[config.mk]
export PLATFORM = sky130hd
export DESIGN_NAME = memory_request_issuer
export DESIGN_NICKNAME = d
export VERILOG_FILES = /design/src/rtl/memory_request_issuer.sv
export SDC_FILE = /design/constraint.sdc
export NUM_CORES = 1
export LEC_CHECK = 0
export BUFFER_PORTS_ARGS = -buffer_cell sky130_fd_sc_hd__buf_2
export CAP_MARGIN = 30
export CORE_AREA = 2 2 269 271
export CTS_CLUSTER_DIAMETER = 40
export DETAILED_ROUTE_END_ITERATION = 6
export DIE_AREA = 0 0 271 273
export GPL_TIMING_DRIVEN = 0
export PLACE_DENSITY = 0.71
export RECOVER_POWER = 25
export SYNTH_ARGS = -nofsm -noshare
export SYNTH_HDL_FRONTEND = slang
export SYNTH_SLANG_ARGS = --single-unit
[constraint.sdc]
create_clock -name main_clk -period 15.9 [get_ports main_clk]
set_clock_uncertainty 0.05 [all_clocks]
set_input_delay 0.795 -clock main_clk [delete_from_list [all_inputs] [get_ports main_clk]]
set_output_delay 0.795 -clock main_clk [all_outputs]
set_load 0.05 [all_outputs]
[src/rtl/memory_request_issuer.sv]
// Request front-end for memory_system: splits line-crossing CPU requests into
// primary/secondary tick-tock entries and reassembles one in-order response each.
module memory_request_issuer (
  input  logic                 main_clk,
  input  logic                 main_reset,
  input  logic                 req_valid,
  output logic                 req_ready,
  input  logic [30:0]          req_address,
  input  logic [2:0]           req_length,
  input  logic                 req_is_byte_op,
  input  logic                 req_is_write_op,
  input  logic [3:0][15:0]     req_wdata,
  output logic                 rsp_valid,
  output logic [3:0][15:0]     rsp_data,
  output logic [1:0]           tick_tock_phase0,
  input  logic [1:0]           tick_tock_phase1,
  input  logic [1:0]           tick_tock_phase2,
  input  logic                 tick_tock_phase2_moved,
  output logic [1:0][30:0]     tt_address,
  output logic [3:0][15:0]     tt_data_in0,
  output logic [3:0][15:0]     tt_data_in1,
  output logic [1:0][1:0]      tt_move,
  output logic [1:0]           tt_secondary,
  output logic [1:0][2:0]      tt_access_length,
  output logic [1:0]           tt_is_byte_op,
  output logic [1:0]           tt_is_write_op,
  input  logic [7:0][15:0]     cd_access_out_full_data
);

  typedef enum logic {S_IDLE, S_SEC} state_e;

  // One tick-tock slot: the fields driven to memory_system plus retire metadata.
  typedef struct packed {
    logic [30:0]      addr;
    logic [3:0][15:0] wdata;
    logic [1:0]       move;
    logic             sec;
    logic [2:0]       alen;
    logic             byte_op;
    logic             write;
    logic             split;
    logic [2:0]       o;
    logic [2:0]       p;
    logic [2:0]       s;
  } entry_t;

  function automatic entry_t build_entry(input logic [30:0] addr, input logic [3:0][15:0] wdata,
                                         input logic write, input logic byte_op, input logic sec,
                                         input logic [2:0] p, input logic [2:0] s);
    entry_t e;
    e         = '0;
    e.addr    = addr;
    e.wdata   = wdata;
    e.write   = write;
    e.byte_op = byte_op;
    e.sec     = sec;
    e.split   = (s != 3'd0);
    e.o       = addr[3:1];
    e.p       = p;
    e.s       = s;
    e.move    = sec ? 2'(p - 3'd1) : 2'd3;
    e.alen    = sec ? (s - 3'd1) : (p - 3'd1);
    return e;
  endfunction

  state_e           state_q, state_d;
  logic [1:0]       phase0_q, phase0_d, phase2_q;
  entry_t           ent_q [2];
  entry_t           lat_q;
  logic [3:0][15:0] asm_q, asm_d;
  logic             rsp_valid_q;
  logic [3:0][15:0] rsp_data_q;

  logic [2:0] req_len, req_p, req_s;
  logic [3:0] room;
  entry_t     prim_ent, sec_ent, ent_a, ent_b, ret;
  logic       we_a, we_b, latch_en, slot_a, ret_slot;
  logic [1:0] outstanding;
  logic       one_free, two_free, accept;
  logic       unused_phase1;

  // phase1 is the memory system's consume pointer; credits only depend on retirement.
  assign unused_phase1 = ^tick_tock_phase1;

  assign outstanding = phase0_q - phase2_q;
  assign one_free    = (outstanding < 2'd2);
  assign two_free    = (outstanding == 2'd0);
  assign slot_a      = phase0_q[0];
  assign req_ready   = ~main_reset & (state_q == S_IDLE) & one_free;
  assign accept      = req_valid & req_ready;

  always_comb begin
    if (req_is_byte_op || req_length == 3'd0) req_len = 3'd1;
    else if (req_length > 3'd4)                req_len = 3'd4;
    else                                       req_len = req_length;
    room     = 4'd8 - {1'b0, req_address[3:1]};
    req_p    = ({1'b0, req_len} < room) ? req_len : room[2:0];
    req_s    = req_len - req_p;
    prim_ent = build_entry(req_address, req_wdata, req_is_write_op, req_is_byte_op, 1'b0, req_p, req_s);
    sec_ent  = build_entry(req_address, req_wdata, req_is_write_op, 1'b0, 1'b1, req_p, req_s);
  end

  always_comb begin
    state_d  = state_q;
    phase0_d = phase0_q;
    we_a     = 1'b0;
    we_b     = 1'b0;
    latch_en = 1'b0;
    ent_a    = prim_ent;
    ent_b    = sec_ent;
    case (state_q)
      S_IDLE: begin
        if (accept) begin
          we_a = 1'b1;
          if (req_s == 3'd0) begin
            phase0_d = phase0_q + 2'd1;
          end else if (two_free) begin
            we_b     = 1'b1;
            phase0_d = phase0_q + 2'd2;
          end else begin
            phase0_d = phase0_q + 2'd1;
            latch_en = 1'b1;
            state_d  = S_SEC;
          end
        end
      end
      S_SEC: begin
        ent_a = lat_q;
        if (one_free) begin
          we_a     = 1'b1;
          phase0_d = phase0_q + 2'd1;
          state_d  = S_IDLE;
        end
      end
      default: state_d = S_IDLE;
    endcase
  end

  // The slot that just completed is the one behind the advanced phase2.
  assign ret_slot = ~tick_tock_phase2[0];
  assign ret      = ent_q[ret_slot];

  always_comb begin
    asm_d = '0;
    for (int i = 0; i < 4; i++) begin
      if (ret.sec) asm_d[i] = asm_q[i];
      if (!ret.sec && (3'(i) < ret.p))
        asm_d[i] = cd_access_out_full_data[ret.o + 3'(i)];
      else if (ret.sec && (3'(i) >= ret.p) && (3'(i) < ret.p + ret.s))
        asm_d[i] = cd_access_out_full_data[3'(i) - ret.p];
    end
  end

  always_ff @(posedge main_clk or posedge main_reset) begin
    if (main_reset) begin
      state_q     <= S_IDLE;
      phase0_q    <= 2'd0;
      phase2_q    <= 2'd0;
      lat_q       <= '0;
      asm_q       <= '0;
      rsp_valid_q <= 1'b0;
      rsp_data_q  <= '0;
    end else begin
      state_q     <= state_d;
      phase0_q    <= phase0_d;
      phase2_q    <= tick_tock_phase2;
      rsp_valid_q <= 1'b0;
      if (latch_en) lat_q <= sec_ent;
      if (tick_tock_phase2_moved) begin
        asm_q <= asm_d;
        if (!ret.split || ret.sec) begin
          rsp_valid_q <= 1'b1;
          rsp_data_q  <= ret.write ? '0 : asm_d;
        end
      end
    end
  end

  for (genvar gi = 0; gi < 2; gi++) begin : g_slot
    always_ff @(posedge main_clk or posedge main_reset) begin
      if (main_reset)                          ent_q[gi] <= '0;
      else if (we_a && (slot_a == 1'(gi)))     ent_q[gi] <= ent_a;
      else if (we_b && (slot_a != 1'(gi)))     ent_q[gi] <= ent_b;
    end
    assign tt_address[gi]       = ent_q[gi].addr;
    assign tt_move[gi]          = ent_q[gi].move;
    assign tt_secondary[gi]     = ent_q[gi].sec;
    assign tt_access_length[gi] = ent_q[gi].alen;
    assign tt_is_byte_op[gi]    = ent_q[gi].byte_op;
    assign tt_is_write_op[gi]   = ent_q[gi].write;
  end

  assign tt_data_in0      = ent_q[0].wdata;
  assign tt_data_in1      = ent_q[1].wdata;
  assign tick_tock_phase0 = phase0_q;
  assign rsp_valid        = rsp_valid_q;
  assign rsp_data         = rsp_data_q;

endmodule

==> results.yml, run 1 <==
status:
  status: "finished, violations left"
  violations: "DRC, capacitance limit, slew limit"
layout:
  drive_gt1_share_pct: 29.5
  final_cell_mix: "buf_2, dfrtp_1, nor2_1"
  synthToLayoutAreaGrowth_pct: 24.1
  fin_nets: 3867
  nFillCells: 6617
  final_common_cell: "buf_2"
  regArea_um2: 11600
  layoutNonFillerInstCount: 4648
  multi_input_area_um2: 14000
power_and_ir_drop:
  p_leak_uw: 0.0164
  power_density_nw_per_um2: 271
  vdd.ir_drop.worst_mv: 0.175
route:
  ant_nets: 0
  drt_iter0_drc: 3244
  drc: 2
  post_drt_wl_per_cell_um: 27.2
  via_count: 28300
  vias_per_cell: 6.09
  routed_wl_mm: 126
  first_pass_iters: 7
placement:
  gp_congestion: 1.03
  port_buffers: 505
  dpl.hpwl_mm: 93.4
  dp_cells: 4476
logic_synthesis:
  ys_types: 69
  async_flop_share_pct: 100
  syn_inst: 3014
  yosys_warnings: 0
  syn-num-nets: 3268
  ys.flop_type: "dfrtp_1"
  synth_top_area_cell: "dfrtp_1"
  ys_ff_latch: 463
  yosys.area_share.xor_xnor_pct: 0.544
  synthTopCellsByArea: "dfrtp_1, mux2i_1, mux4_2, nor2_1, buf_4"
  synth.top_cell.area_share_pct: 41.0
  syn_area_um2: 28300
  synthSimpleGateAreaFrac_pct: 17.1
  synth_top_family_by_area: "simple AND/OR/NAND/NOR gates"
  synth-compound-area-share_pct: 15.1
  muxShareOfSynthArea_pct: 16.0
  synth_edf_count: 0
  seq_area_frac_synth_pct: 41.0
  synth_area_per_cell_um2: 9.38
  synth-adder-area-share_pct: 0.850
floorplan:
  start_util_pct: 39.8
  num_rows: 98
  die-area_um2: 74000
  die_height_um: 273
  fp.coreArea_um2: 71000
  die_x_um: 271
  ios: 510
sta:
  rsz0062_at_grt: "no"
  min_period_ns: 8.70
  fmax_mhz: 115
  period_share_pct: 54.7
  worst_pin_slew_ns: 6.32
  holdWs_ns: 0.213
  setup_tns_ns: 0
  final_hold_viol_count: 0
  final-setup-viol-count: 0
  slew_viol_final: 282
  max_slew_margin_pct: -321
cts:
  htreeDepth: 3
  clk_path_buf_depth: 3
  holdBufCountCts: 0
  cts_tree: "yes"
  clkLatencyLatePin_ns: 0.66
  root_buffer: "clkbuf_16"
  clkSinkCount: 463
  post_cts_buffers: 0
  clk_pin_slew_ns: 0.05
  cts-resized-gates: 0
  cts_buffers: 83
global_routing:
  grt_overflow: 0
  globalRouteTotalUtil_pct: 33.2
  antenna_found_initial: 43
  grt_first_pass_wirelength_mm: 183
  grt_pass1_vias: 27300
  grt_max_degree: 116
flow_run:
  cap_viol_max_count: 3
critical_path:
  arrival_ns: 9.13
  critPathKind: "input pin to flop"
  startpoint_type: "input pin"
  reg2regPathDepth: 13
  critPathRequiredTime_ns: 16.33
  crit_path_end_kind: "flop"
  cp_max_fo: 85
min_path:
  hold_depth: 1
  hp-class: "input pin to flop"
## path summary, 6_finish.rpt
check                                     from      endpoint  slack (ns)
setup / recovery                    main_reset      ent_q[4]        7.20
max in group asynchronous           main_reset     asm_q[62]        7.44
setup reg to reg                    ent_q[117]  rsp_data[23]       10.32
hold reg to reg                      lat_q[15]     lat_q[15]        0.41
hold / removal             tick_tock_phase2[1]   phase2_q[1]        0.21
min in group asynchronous           main_reset     lat_q[75]        1.12
## logic make-up after synthesis
group,after synthesis
AND/OR/NAND/NOR,1151
AO/OA/AOI/OAI,568
XOR/XNOR,11
buffers and inverters,463
adder cells (fa/ha/maj),18
multiplexers,340
flip-flops,463
## sequential cells by signal, summed over array words and instances, names as in the netlist, 4 cells and up
register	count
ent_q	14
tt_data_in0	64
tt_address	62
tt_data_in1	64
tt_move	4
tt_access_length	6
rsp_data	64
lat_q	109
asm_q	64
## critical path, stage by stage
cell and delay [ns]:
clkbuf_1 0.10, clkinvlp_2 1.97, clkbuf_1 3.43, a21oi_1 0.57, nor3_1 0.34, clkbuf_1 0.53
nand2_1 0.59, clkbuf_1 0.49, o32ai_1 0.22, a21oi_1 0.07
## Yosys cell counts, drive strengths merged, types with 30 or more instances
| cell type | instances |
|---|---|
| dfrtp | 463 |
| nor2 | 457 |
| nand2 | 386 |
| buf | 301 |
| mux2i | 226 |
| nor3 | 225 |
| clkbuf | 135 |
| o32ai | 106 |
| o21ai | 97 |
| mux4 | 85 |
| o22ai | 60 |
| a21oi | 57 |
| a221o | 49 |
| a22oi | 49 |
| a22o | 40 |
| nand2b | 30 |
## power by group
| part | switching (uW) | internal [uW] |
|---|---|---|
| clock | 679 | 1190 |
| combinational | 3570 | 1970 |
| sequential | 374 | 1730 |
## layout make-up
| cell class | instances | share of cell area [%] |
|---|---|---|
| clock inverters | 51 | 2.09 |
| clock buffers | 100 | 6.30 |
| multi-input cells | 2088 | 40.0 |
| plain buffers | 436 | 7.32 |
| inverters | 27 | 0.292 |
| flip-flops and latches | 463 | 33.0 |
| diodes | 19 | 0.136 |
| repair buffers | 514 | 7.49 |
| well taps | 950 | 3.39 |
## per-layer routing
layer | GRT usage [%] | wire (um) | vias to the layer above
met5 | 0 | 223 | -
met1 | 40.2 | 46000 | 13900
met2 | 52.7 | 57500 | 1921
met3 | 11.5 | 15200 | 457
li1 | - | - | 12000
met4 | 16.8 | 7440 | 34
## per-stage QoR
step | utilization [%] | total power (uW) | worst slack, ns | instance area (um^2)
after global routing | 49.4 | 9920 | 5.69 | 35100
after CTS | 49.4 | 9420 | 10.10 | 35100
after floorplan | - | 6030 | 2.13 | 28300
after detailed placement | 45.3 | 7530 | 9.44 | 32100
after global placement | 45.1 | 7480 | -3.64 | 32000
final | 49.4 | 9510 | 7.20 | 35100
No activity file was read; power rests on OpenSTA's default activity.
==> run 2, diff against run 1 <==
--- a/config.mk
+++ b/config.mk
@@ -12,7 +12,7 @@
 export DETAILED_ROUTE_END_ITERATION = 6
 export DIE_AREA = 0 0 271 273
 export GPL_TIMING_DRIVEN = 0
-export PLACE_DENSITY = 0.71
+export PLACE_DENSITY = 0.74
 export RECOVER_POWER = 25
 export SYNTH_ARGS = -nofsm -noshare
 export SYNTH_HDL_FRONTEND = slang
==> constraint.sdc (replaced) <==
create_clock -name main_clk -period 7.45 [get_ports main_clk]
set_clock_uncertainty 0.05 [all_clocks]
set_input_delay 0.3725 -clock main_clk [delete_from_list [all_inputs] [get_ports main_clk]]
set_output_delay 0.3725 -clock main_clk [all_outputs]
set_load 0.05 [all_outputs]
==> run 2 against run 1 <==
  * The run still ends with DRC, capacitance limit, slew limit left
  * Total power increased by 110%
  * Sequential share of layout area fell by 1.3 points
  * Via count grew 1.1%
  * Count of clock-buffer cells in the layout down 13
  * Critical path type unchanged
==> results.yml, run 2 (same netlist as run 1, synthesis figures left out) <==
layout:
  largest-register: "lat_q"
  final_common_cell: "buf_2"
  drive_gt1_share_pct: 30.7
  synthToLayoutAreaGrowth_pct: 29.3
  final_cell_mix: "buf_2, dfrtp_1, nor2_1"
  layoutNonFillerInstCount: 4738
  fin_nets: 3967
  nFillCells: 6284
  largest_register_ffs: 109
cts:
  cts_tree: "yes"
  clkLatencyLatePin_ns: 0.65
  clkSinkCount: 463
  cts-resized-gates: 0
  root_buffer: "clkbuf_16"
  clk_path_buf_depth: 3
  cts_buffers: 77
  htreeDepth: 3
  clk_pin_slew_ns: 0.06
route:
  post_drt_wl_per_cell_um: 26.6
  via_count: 28600
  first_pass_iters: 7
  ant_nets: 0
  drc: 15
  vias_per_cell: 6.04
  routed_wl_mm: 126
  drt_iter0_drc: 3123
floorplan:
  ios: 510
  die_height_um: 273
  die-area_um2: 74000
  num_rows: 98
  start_util_pct: 39.8
  fp.coreArea_um2: 71000
  die_x_um: 271
sta:
  max_slew_margin_pct: -50.1
  slew_viol_final: 291
  fmax_mhz: 171
  worst_pin_slew_ns: 2.25
  period_share_pct: 78.5
  holdWs_ns: 0.0220
  setup_tns_ns: 0
  final-setup-viol-count: 0
  min_period_ns: 5.85
  final_hold_viol_count: 0
  rsz0062_at_grt: "no"
placement:
  port_buffers: 505
  dpl.hpwl_mm: 93.5
  dp_cells: 4486
  gp_congestion: 1.05
critical_path:
  critPathRequiredTime_ns: 7.96
  arrival_ns: 6.36
  startpoint: "req_is_byte_op"
  startpoint_type: "input pin"
  critPathKind: "input pin to flop"
  crit_path_end_kind: "flop"
  reg2reg_from: "ent_q[117]"
  cp_max_fo: 10
min_path:
  min_from: "req_address[3]"
  hp-class: "input pin to flop"
power_and_ir_drop:
  vdd.ir_drop.worst_mv: 0.398
  power_density_nw_per_um2: 559
  p_leak_uw: 0.0171
global_routing:
  globalRouteTotalUtil_pct: 33.0
  antenna_found_initial: 28
  grt_overflow: 0
  grt_pass1_vias: 28200
  grt_first_pass_wirelength_mm: 182
  grt_max_degree: 43
flow_run:
  cap_viol_max_count: 8
status:
  violations: "DRC, capacitance limit, slew limit"
  status: "finished, violations left"
==> run 2: cell count changes in the layout (fill, tap and decap cells not counted), moves of 7 or more <==
cell,delta
nor3_2,+25
clkinv_2,-10
nor3_1,-35
dlygate4sd3_1,+97
clkbuf_1,-32
clkbuf_8,+7
nor3_4,+10
clkbuf_4,+10
clkbuf_2,+9
==> run 2: final cells by class <==
class                           count  area, um^2  share of cell area, %
Clock buffer                       87        2060                   5.62
Sequential cell                   463       11600                   31.7
Multi-Input combinational cell   2088       14300                   39.2
Antenna cell                       14        35.0                 0.0958
Clock inverter                     53         820                   2.24
Tap cell                          950        1190                   3.25
Buffer                            436        2790                   7.64
Timing Repair Buffer              620        3650                   9.98
Inverter                           27         103                  0.281
==> run 2: what timing repair did <==
action | in CTS | in global routing
hold buffers | 97 | 0
setup endpoints to repair | 0 | 0
setup buffers | 0 | 0
hold endpoints to repair | 274 | 0
==> run 2: final timing paths <==
kind,to,slack (ns),cells after the start
worst min register to register,lat_q[15],0.42,1
min in group asynchronous,tt_move[3],0.40,3
worst max register to register,rsp_data[23],2.06,13
worst max-delay path,tt_data_in0[59],1.60,22
worst min-delay path,lat_q[85],0.02,3
max in group asynchronous,tt_address[4],2.09,6
==> run 2: stage by stage <==
step / total power, uW / worst slack, ns / utilization, % / instance area (um^2)
global route: 21300 / 1.19 / 51.5 / 36500
CTS: 20200 / 1.79 / 51.6 / 36700
finish: 20400 / 1.60 / 51.5 / 36600
floorplan: 13100 / -1.72 / - / 28800
detailed placement: 16200 / 1.41 / 46.2 / 32800
global placement: 16100 / -5.85 / 45.8 / 32500
==> run 2: report_power, final <==
| group | total [uW] | switching [uW] | internal, uW |
|---|---|---|---|
| sequential | 4540 | 846 | 3690 |
| clock | 3910 | 1450 | 2460 |
| combinational | 12000 | 7620 | 4370 |
==> run 2: critical path, cell delays in order <==
cell and delay (ns):
dlygate4sd3_1 0.56, buf_2 0.19, nand2b_1 0.12, buf_2 0.19, inv_1 0.10, ha_1 0.31
o211ai_1 0.12, a21oi_2 0.35, a21oi_1 0.12, a21oi_1 0.53, inv_1 0.17, ha_1 0.25
inv_1 0.08, fa_1 0.42, inv_1 0.17, ha_1 0.26, o31ai_2 0.17, a21oi_1 0.89
buf_2 0.48, buf_2 0.31, nor2_1 0.06, nor2_1 0.12
==> run 2: per-layer routing <==
layer / GRT usage [%] / wire length (um) / vias to the layer above
li1: - / - / 12200
met1: 39.3 / 45800 / 14100
met2: 53.3 / 57700 / 1907
met3: 10.6 / 14500 / 467
met4: 17.1 / 7640 / 24
met5: 0 / 151 / -
